--- config.mk ---
export PLATFORM = sky130hd
export DESIGN_NAME = spi_memory_master
export DESIGN_NICKNAME = d
export VERILOG_FILES = /design/src/rtl/spi_memory_master.sv
export SDC_FILE = /design/constraint.sdc
export NUM_CORES = 1
export LEC_CHECK = 0
export CAP_MARGIN = 0
export CELL_PAD_IN_SITES_DETAIL_PLACEMENT = 1
export CELL_PAD_IN_SITES_GLOBAL_PLACEMENT = 2
export CORE_UTILIZATION = 38
export DETAILED_ROUTE_END_ITERATION = 7
export GPL_TIMING_DRIVEN = 0
export PLACE_DENSITY_LB_ADDON = 0.1
export SLEW_MARGIN = 5
export SYNTH_ARGS = -nofsm -noshare
export SYNTH_HDL_FRONTEND = slang
export SYNTH_SLANG_ARGS = --single-unit
--- constraint.sdc ---
create_clock -name clk -period 4.57 [get_ports clk]
set_input_delay 1.371 -clock clk [delete_from_list [all_inputs] [get_ports clk]]
set_output_delay 1.371 -clock clk [all_outputs]
set_load 0.05 [all_outputs]
--- src/rtl/spi_memory_master.sv ---
// SPI mode-0 master issuing 16-bit {addr, rw, data} frames to a 128 x 8 SPI memory.
// Define SPI_MASTER_ABORT_EN to let the abort input cut a frame short.
module spi_memory_master #(
  parameter int CLKDIV = 25,
  parameter int CS_GAP = 250
) (
  input  logic       clk,
  input  logic       reset,
  input  logic       req_valid,
  output logic       req_ready,
  input  logic [6:0] req_addr,
  input  logic       req_rw,
  input  logic [7:0] req_wdata,
  input  logic       abort,
  output logic       rsp_valid,
  output logic [7:0] rsp_rdata,
  output logic       rsp_abort,
  output logic       sclk_pin,
  output logic       cs_pin,
  output logic       mosi_pin,
  input  logic       miso_pin
);

  localparam int DIV_W = $clog2(CLKDIV);
  localparam int GAP_W = $clog2(CS_GAP + 1);
  localparam logic [DIV_W-1:0] DIV_LAST = DIV_W'(CLKDIV - 1);
  localparam logic [GAP_W-1:0] GAP_LAST = GAP_W'(CS_GAP - 1);

  typedef enum logic [2:0] {IDLE, SETUP, SHIFT, FINISH, GAP} state_t;

  state_t           state, state_n;
  logic [DIV_W-1:0] div_cnt, div_n;
  logic [GAP_W-1:0] gap_cnt, gap_n;
  logic [4:0]       edge_cnt, edge_n;
  logic [15:0]      tx_sr, tx_n;
  logic [7:0]       rx_sr, rx_n, rdata_n;
  logic             is_read, is_read_n;
  logic             sclk_n, cs_n, rsp_valid_n;
  logic             div_tick;

  assign div_tick  = (div_cnt == DIV_LAST);
  assign req_ready = (state == IDLE);
  // Read frames load zeros into the data byte, so mosi is low for bits 9..16.
  assign mosi_pin  = tx_sr[15];

`ifdef SPI_MASTER_ABORT_EN
  logic abort_n;
`else
  logic unused_abort;
  assign unused_abort = abort;
  assign rsp_abort    = 1'b0;
`endif

  always_ff @(posedge clk or posedge reset) begin
    if (reset) begin
      state     <= IDLE;
      div_cnt   <= '0;
      gap_cnt   <= '0;
      edge_cnt  <= '0;
      tx_sr     <= '0;
      rx_sr     <= '0;
      is_read   <= 1'b0;
      sclk_pin  <= 1'b0;
      cs_pin    <= 1'b1;
      rsp_valid <= 1'b0;
      rsp_rdata <= '0;
`ifdef SPI_MASTER_ABORT_EN
      rsp_abort <= 1'b0;
`endif
    end else begin
      state     <= state_n;
      div_cnt   <= div_n;
      gap_cnt   <= gap_n;
      edge_cnt  <= edge_n;
      tx_sr     <= tx_n;
      rx_sr     <= rx_n;
      is_read   <= is_read_n;
      sclk_pin  <= sclk_n;
      cs_pin    <= cs_n;
      rsp_valid <= rsp_valid_n;
      rsp_rdata <= rdata_n;
`ifdef SPI_MASTER_ABORT_EN
      rsp_abort <= abort_n;
`endif
    end
  end

  always_comb begin
    state_n     = state;
    div_n       = div_cnt;
    gap_n       = gap_cnt;
    edge_n      = edge_cnt;
    tx_n        = tx_sr;
    rx_n        = rx_sr;
    is_read_n   = is_read;
    sclk_n      = sclk_pin;
    cs_n        = cs_pin;
    rsp_valid_n = 1'b0;
    rdata_n     = rsp_rdata;
`ifdef SPI_MASTER_ABORT_EN
    abort_n     = 1'b0;
`endif
    case (state)
      IDLE: begin
        if (req_valid) begin
          tx_n      = {req_addr, req_rw, req_rw ? 8'h00 : req_wdata};
          is_read_n = req_rw;
          cs_n      = 1'b0;
          div_n     = '0;
          state_n   = SETUP;
        end
      end
      SETUP: begin
        div_n = div_tick ? '0 : div_cnt + DIV_W'(1);
        if (div_tick) begin
          sclk_n  = 1'b1;
          edge_n  = 5'd1;
          state_n = SHIFT;
        end
      end
      SHIFT: begin
        div_n = div_tick ? '0 : div_cnt + DIV_W'(1);
        if (div_tick) begin
          if (sclk_pin) begin
            // Falling edge: capture data bits, then present the next mosi bit.
            sclk_n = 1'b0;
            if (edge_cnt >= 5'd9) rx_n = {rx_sr[6:0], miso_pin};
            if (edge_cnt == 5'd16) begin
              tx_n    = '0;
              state_n = FINISH;
            end else begin
              tx_n = {tx_sr[14:0], 1'b0};
            end
          end else begin
            sclk_n = 1'b1;
            edge_n = edge_cnt + 5'd1;
          end
        end
      end
      FINISH: begin
        div_n = div_tick ? '0 : div_cnt + DIV_W'(1);
        if (div_tick) begin
          cs_n        = 1'b1;
          rsp_valid_n = 1'b1;
          if (is_read) rdata_n = rx_sr;
          gap_n       = '0;
          state_n     = GAP;
        end
      end
      GAP: begin
        if (gap_cnt == GAP_LAST) state_n = IDLE;
        else gap_n = gap_cnt + GAP_W'(1);
      end
      default: state_n = IDLE;
    endcase
`ifdef SPI_MASTER_ABORT_EN
    if (abort && (state == SETUP || state == SHIFT || state == FINISH)) begin
      sclk_n      = 1'b0;
      cs_n        = 1'b1;
      tx_n        = '0;
      rsp_valid_n = 1'b1;
      abort_n     = 1'b1;
      rdata_n     = rsp_rdata;
      gap_n       = '0;
      state_n     = GAP;
    end
`endif
  end

endmodule
==> After elaboration in Yosys (flattened, before gate mapping) <==
Cells that the tools add are included.
{ "word_totals": {"regBits": 57, "out_inout_bits": 14, "wordCells": 80} }
{ "classes": {"add_sub_neg": 3, "magnitude_cmp": 1, "eq_ne": 16, "n_mux": 32, "n_reduce_logical": 17} }
{ "op_table": {"columns": ["operator", "n"], "rows": [
  ["16-bit 2-to-1 mux", 4],
  ["16-bit case mux with 2 select lines", 1],
  ["5-bit 2-to-1 mux", 5],
  ["8-bit 2-to-1 mux", 3],
  ["3-bit 2-to-1 mux", 7],
  ["5-bit case mux with 2 select lines", 2],
  ["2-bit != test, second input constant", 9],
  ["8-bit case mux with 2 select lines", 1],
  ["3-bit case mux with 5 select lines", 1],
  ["3-bit AND reduction", 4],
  ["4-bit AND reduction", 3],
  ["5-bit by 1-bit adder with 5-bit output, second input constant", 2],
  ["5-bit == test, second input constant", 2],
  ["2-bit nonzero test", 5],
  ["8-bit by 1-bit adder with 8-bit output, second input constant", 1],
  ["8-bit == test, second input constant", 1],
  ["7-bit AND reduction", 1],
  ["3-bit by 2-bit == test with 1-bit output, second input constant", 2],
  ["1-bit 2-to-1 mux", 6],
  ["5-bit by 4-bit greater-or-equal comparator with 1-bit output, second input constant", 1],
  ["1-bit case mux with 2 select lines", 2],
  ["2-bit AND reduction", 2],
  ["3-bit by 1-bit == test with 1-bit output, second input constant", 1],
  ["3-bit == test, second input constant", 1],
  ["2 further kinds", 2]
]} }

==> Longest topological paths before layout <==
Gate-level depths: netlist of the first run.
{ "logic_depth": {"depth_word": 5, "ltp_mapped": 8} }

==> Worst setup path after synthesis of the first run <==
OpenSTA, ideal clock, no wires.
{ "synth_path": {"path_kind": "flip-flop to output port", "startpoint": "reg state[0]", "endpoint": "out req_ready", "arrival_time_ns": 1.718, "required_time_ns": 3.199, "path_slack_ns": 1.481, "path_stages_with_launch": 3, "cell_sequence": "dfrtp_1 > buf_6 > nor3_1"} }
{ "synth_via": {"elab_chain_cells": 1} }
{ "synth_rtl": {"columns": ["item", "line_no", "text"], "rows": [
  ["from (decl)", "31", "state_t state, state_n;"],
  ["from (signal assigned)", "71", "state <= state_n;"],
  ["3-bit logical NOT", "42", "assign req_ready = (state == IDLE);"],
  ["to (decl)", "10", "output logic req_ready,"]
]} }
No other way between the ends.

==> Final worst setup path of the first run <==
Ends and elaborated chain as after synthesis.

==> results of run 1 <==
kinds of logic after synthesis:
group | share of synthesized area (%)
and+or+nand+nor | 15.82
muxes | 7.492
DFF | 53.09
adders and majority gates | 3.257
AOI/OAI and AO/OA | 13.91
xor gates and xnor gates | 1.954
buffers and inverters | 4.327
other | 0.1395
worst min path at each step:
stage                   endpoint  slack, ps  cells after the start
floorplan                is_read        470                      1
global placement         is_read        480                      1
detailed placement  rsp_rdata[7]        500                      1
CTS                 rsp_rdata[7]        510                      1
global route        rsp_rdata[7]        520                      1
finish              rsp_rdata[7]        510                      1
sequential cells by signal (all words and copies together), names as in the netlist:
signal     cells
tx_sr         16
gap_cnt        8
rsp_rdata      8
rx_sr          8
div_cnt        5
edge_cnt       5
state          3
cs_pin         1
is_read        1
rsp_valid      1
sclk_pin       1
worst max-delay path: stages (launching register included):
cell and delay, ps:
dfrtp_1 410, buf_6 150, nor3_1 360, clkdlybuf4s50_1 890
per-stage QoR:
stage	std cells	util [%]	setup slack [ps]	cell area (um^2)	hold WS, ps
after floorplan	249	-	1481	2689	470.4
after detailed placement	378	46.10	1412	3149	495.3
after global routing	394	48.97	907.4	3346	524.8
after CTS	394	48.97	1024	3346	510.0
after global placement	377	45.81	626.9	3129	481.6
final	394	48.97	1063	3346	508.1
power by group:
part           total (mW)  internal [mW]  leakage, nW  switching, mW
Combinational      0.0323         0.0170        0.645         0.0153
Sequential          0.505          0.505        0.755       0.000311
Clock               0.470          0.265       0.0953          0.205
Total                1.01          0.787         1.50          0.221
layout by cell type, fill, tap and decap left out, drive strengths merged, types with 10 or more instances in the layout:
cell type | synthesis | routed
inv | 10 | 10
dfrtp | 56 | 56
clkbuf | 3 | 14
o21ai | 12 | 12
nand2 | 15 | 15
clkdlybuf4s50 | 0 | 32
buf | 9 | 10
a21oi | 17 | 17
nor2 | 25 | 25
nand3 | 11 | 11
a22oi | 14 | 14
mux2 | 17 | 17
layout make-up:
class | instances | share of cell area (%)
multi-input combinational | 170 | 34.22
buffer | 12 | 2.356
clock buffer | 11 | 4.226
clock inverter | 5 | 1.645
sequential | 57 | 42.67
timing repair buffer | 33 | 10.17
tap | 96 | 3.590
inverter | 10 | 1.122
synthesized netlist by cell type, types with 3 or more instances:
| library cell | count |
|---|---|
| dfrtp_1 | 56 |
| nor2_1 | 24 |
| a21oi_1 | 17 |
| mux2_2 | 17 |
| nand2_1 | 15 |
| a22oi_1 | 14 |
| o21ai_0 | 12 |
| nand3_1 | 11 |
| inv_1 | 10 |
| ha_1 | 7 |
| nor3_1 | 6 |
| xnor2_1 | 4 |
| buf_2 | 3 |
| buf_6 | 3 |
| clkbuf_1 | 3 |
| or3_1 | 3 |
layer usage:
metal	global-route usage [%]	up-vias	routed length, um	part of all wire, %
met5	0	-	0	0
met4	8.182	0	117	2.0
met3	3.657	9	151	2.6
met2	27.71	29	2702	46
met1	24.43	1017	2856	49
li1	-	983	-	-
==> results.json, run 1 <==
{
  "yosys_warnings": 0,
  "syn-cell-area_mm2": 0.002689,
  "firstDrtPassIters": 4,
  "yosysTopAreaCell": "dfrtp_1",
  "synth-seq-cells": 57,
  "cts_tree": "yes",
  "rr_worst_depth": 7,
  "worstMarginPinSlew_ps": 835.0,
  "timing.final.crit_period_ps": 3507,
  "crit_type": "register to output pin",
  "cp-startpoint": "state[0]",
  "core_area_mm2": 0.006832,
  "clk_latency_ps": 340,
  "cts_resized": 0,
  "crit_path_end_kind": "output pin",
  "io_pins": 35,
  "skew_ps": 7.986,
  "hold_buffers": 0,
  "drt_iter0_drc": 64,
  "drc": 0,
  "finalNetCount": 321,
  "finalHoldViolCount": 0,
  "r2r_end": "rsp_rdata[0]",
  "ir_drop_mv": 0.1651,
  "n_fill_cell": 776,
  "grt_max_degree": 34,
  "hp-class": "register to register",
  "regArea_mm2": 0.001428,
  "diodes": 0,
  "clock-sinks": 57,
  "dieWidth_um": 86.12,
  "synthDistinctLibCells": 51,
  "syn_avg_cell_area_um2": 10.80,
  "cap_violations": 0,
  "fp.dieArea_mm2": 0.007417,
  "min-delay-start": "rsp_rdata[7]",
  "clk_pin_slew_ps": 60,
  "p_leak_nw": 1.496,
  "cts_root_buffer": "clkbuf_8",
  "grt_pass1_wl_mm": 10.27,
  "num_vias": 2038,
  "synthToLayoutAreaGrowth_pct": 24.43,
  "async_flop_share_pct": 100.0,
  "drive_gt1_share_pct": 16.78,
  "cts_made_buffers": 9,
  "rsz0062_at_grt": "false",
  "start_util_pct": 39.36,
  "reg2reg_from": "div_cnt[0]",
  "synth_nets": 277,
  "wl_per_cell_um": 14.79,
  "synth_area_leaders": "dfrtp_1 (52%), mux2_2 (7.1%), a22oi_1 (3.9%), nor2_1 (3.4%), ha_1 (3.3%)",
  "syn_inst": 249,
  "fp.dieH_um": 86.12,
  "synth_edf_count": 0,
  "worst-r2r-setup-slack_ps": 2160,
  "fin_setup_tns_ps": 0,
  "cp-start-kind": "register",
  "grt-ovfl-total": 0,
  "power_mw": 1.007,
  "grt_pass1_vias": 2098,
  "critPathRequiredTime_ps": 3200,
  "wirelength_mm": 5.827,
  "status": "finished, final reports clean",
  "p_per_area_mw_per_mm2": 301.1,
  "post_cts_buffers": 0,
  "place_congestion": 0.6987,
  "synth_top_cell_area_share_pct": 52.12,
  "synth_ff_type": "dfrtp_1",
  "antenna_found_initial": 0,
  "critPathCapture": "req_ready",
  "fmax_mhz": 285.1,
  "cp_data_arrival_time_ps": 2140,
  "place_hpwl_mm": 4.034,
  "relSlewSlack_pct": 43.62,
  "num_rows": 30,
  "multi_input_area_mm2": 0.001145,
  "yosysSeqAreaShare_pct": 53.09,
  "grt_use_total_pct": 17.99,
  "final-max-slew-violation-count": 0,
  "via_per_inst": 5.173,
  "ctsLongestPathBuffers": 2,
  "portBuffers": 32,
  "period_share_pct": 76.75,
  "finalSetupViolCount": 0,
  "worstPathMaxFanout": 10,
  "ant_nets": 0,
  "h-tree-depth": 3
}
Note: power is estimated with default switching activity, not from simulation.
==> run 2: changes to the inputs <==
- CORE_UTILIZATION: 38 -> 32
- clock period: 4.57 -> 2.9 ns (I/O delays scaled with it)
==> run 2 against run 1 <==
- flip-flop and latch count unchanged
- largest power group unchanged
- count of clock-buffer cells in the layout is 1 higher
- die area rose by 18%
- core utilization fell by 7.7 points
- register-to-register slack worse by 1700 ps
==> results.json, run 2 (synthesis gave the netlist of run 1 again) <==
{
  "relSlewSlack_pct": 43.79,
  "via_per_inst": 5.015,
  "final_common_cell": "dfrtp_1",
  "stdcell_count": 403,
  "critPathRequiredTime_ps": 2030,
  "largest_reg_flops": 16,
  "clk_latency_ps": 330,
  "core_area_mm2": 0.008175,
  "final-max-slew-violation-count": 0,
  "ctsLongestPathBuffers": 2,
  "drt_iter0_drc": 97,
  "grt_pass1_wl_mm": 10.58,
  "regArea_mm2": 0.001428,
  "regMostFlops": "tx_sr",
  "p_leak_nw": 1.510,
  "finalSetupViolCount": 0,
  "num_vias": 2021,
  "clk_pin_slew_ps": 70,
  "reg2reg_from": "div_cnt[0]",
  "grt_use_total_pct": 15.68,
  "timing.final.crit_period_ps": 2709,
  "power_mw": 1.632,
  "finalNetCount": 321,
  "fp.dieH_um": 93.67,
  "fin_setup_tns_ps": 0,
  "cp-start-kind": "register",
  "num_rows": 33,
  "placedCellCount": 387,
  "synthToLayoutAreaGrowth_pct": 25.50,
  "cp-startpoint": "state[0]",
  "cts_tree": "yes",
  "layout_common_cells": "dfrtp_1 (56), clkdlybuf4s50_1 (31), nor2_1 (24)",
  "place_hpwl_mm": 4.134,
  "hold_buffers": 0,
  "skew_ps": 10.04,
  "layout_setup_ws_ps": 190.8,
  "ir_drop_mv": 0.2697,
  "fmax_mhz": 369.1,
  "min_path_cells": 1,
  "grt_max_degree": 36,
  "worstPathMaxFanout": 10,
  "worst-r2r-setup-slack_ps": 510,
  "rr_worst_depth": 7,
  "crit_type": "register to output pin",
  "multi_input_area_mm2": 0.001145,
  "p_per_area_mw_per_mm2": 483.6,
  "post-place-ws_ps": 233.4,
  "min-delay-start": "rx_sr[7]",
  "ant_nets": 0,
  "drc": 0,
  "wirelength_mm": 6.057,
  "period_share_pct": 93.42,
  "r2r_end": "rsp_rdata[0]",
  "dieWidth_um": 93.67,
  "diodes": 0,
  "start_util_pct": 32.89,
  "cp_data_arrival_time_ps": 1840,
  "drive_gt1_share_pct": 17.11,
  "clock-sinks": 57,
  "h-tree-depth": 3,
  "cts_root_buffer": "clkbuf_8",
  "grt_pass1_vias": 2124,
  "portBuffers": 32,
  "hp-class": "register to register",
  "wl_per_cell_um": 15.03,
  "finalHoldViolCount": 0,
  "cap_violations": 0,
  "cts_made_buffers": 9,
  "io_pins": 35,
  "grt-ovfl-total": 0,
  "status": "finished, final reports clean",
  "fp.dieArea_mm2": 0.008773,
  "worstMarginPinSlew_ps": 832.6,
  "min_delay_worst_endpoint": "rx_sr[7]",
  "rsz0062_at_grt": "false",
  "crit_path_end_kind": "output pin",
  "n_fill_cell": 910,
  "antenna_found_initial": 0,
  "place_congestion": 0.6655,
  "firstDrtPassIters": 5
}
## run 2: area by class of cell
| class | count | area share [%] |
|---|---|---|
| Tap cell | 105 | 3.893 |
| Clock inverter | 4 | 1.483 |
| Inverter | 10 | 1.112 |
| Clock buffer | 12 | 4.894 |
| Sequential cell | 57 | 42.31 |
| Multi-Input combinational cell | 170 | 33.93 |
| Buffer | 12 | 2.336 |
| Timing Repair Buffer | 33 | 10.05 |
## run 2: worst max path at each step
stage,to,slack [ps]
after floorplan,req_ready,310
after global routing,req_ready,80
after CTS,req_ready,160
after detailed placement,req_ready,230
final,req_ready,190
after global placement,gap_cnt[5],-620
## run 2: where the power goes
| group | internal [mW] | switching (mW) | leakage [nW] |
|---|---|---|---|
| sequential | 0.796 | 0.000431 | 0.755 |
| clock | 0.465 | 0.319 | 0.105 |
| combinational | 0.0268 | 0.0242 | 0.650 |
| total | 1.29 | 0.344 | 1.51 |
## run 2: metrics by stage
stage	hold slack, ps	utilization [%]	instance area [um^2]
after floorplan	470.4	-	2689
after global placement	479.5	38.41	3141
after detailed placement	489.0	38.66	3161
after CTS	505.5	41.28	3374
after global routing	526.7	41.28	3374
final	504.4	41.28	3374
## run 2: layer usage
metal / part of all wire, % / routed length (um) / track usage [%] / up-vias
li1: - / - / - / 973
met1: 49 / 2981 / 21.17 / 1007
met2: 46 / 2762 / 23.96 / 35
met3: 4.2 / 255 / 4.531 / 6
met4: 0.94 / 57 / 5.385 / 0
met5: 0 / 0 / 0 / -
## run 2: repair_timing
item / 4_1_cts / 5_1_grt
endpoints found under the hold margin: 0 / 0
setup buffers: 0 / 0
setup endpoints to repair: 1 / 0
gates resized for setup: 1 / 0
## run 2: critical path, stage by stage (launching register included)
cell,delay (ps)
dfrtp_1,410
buf_6,160
nor3_1,350
dlygate4sd2_1,590
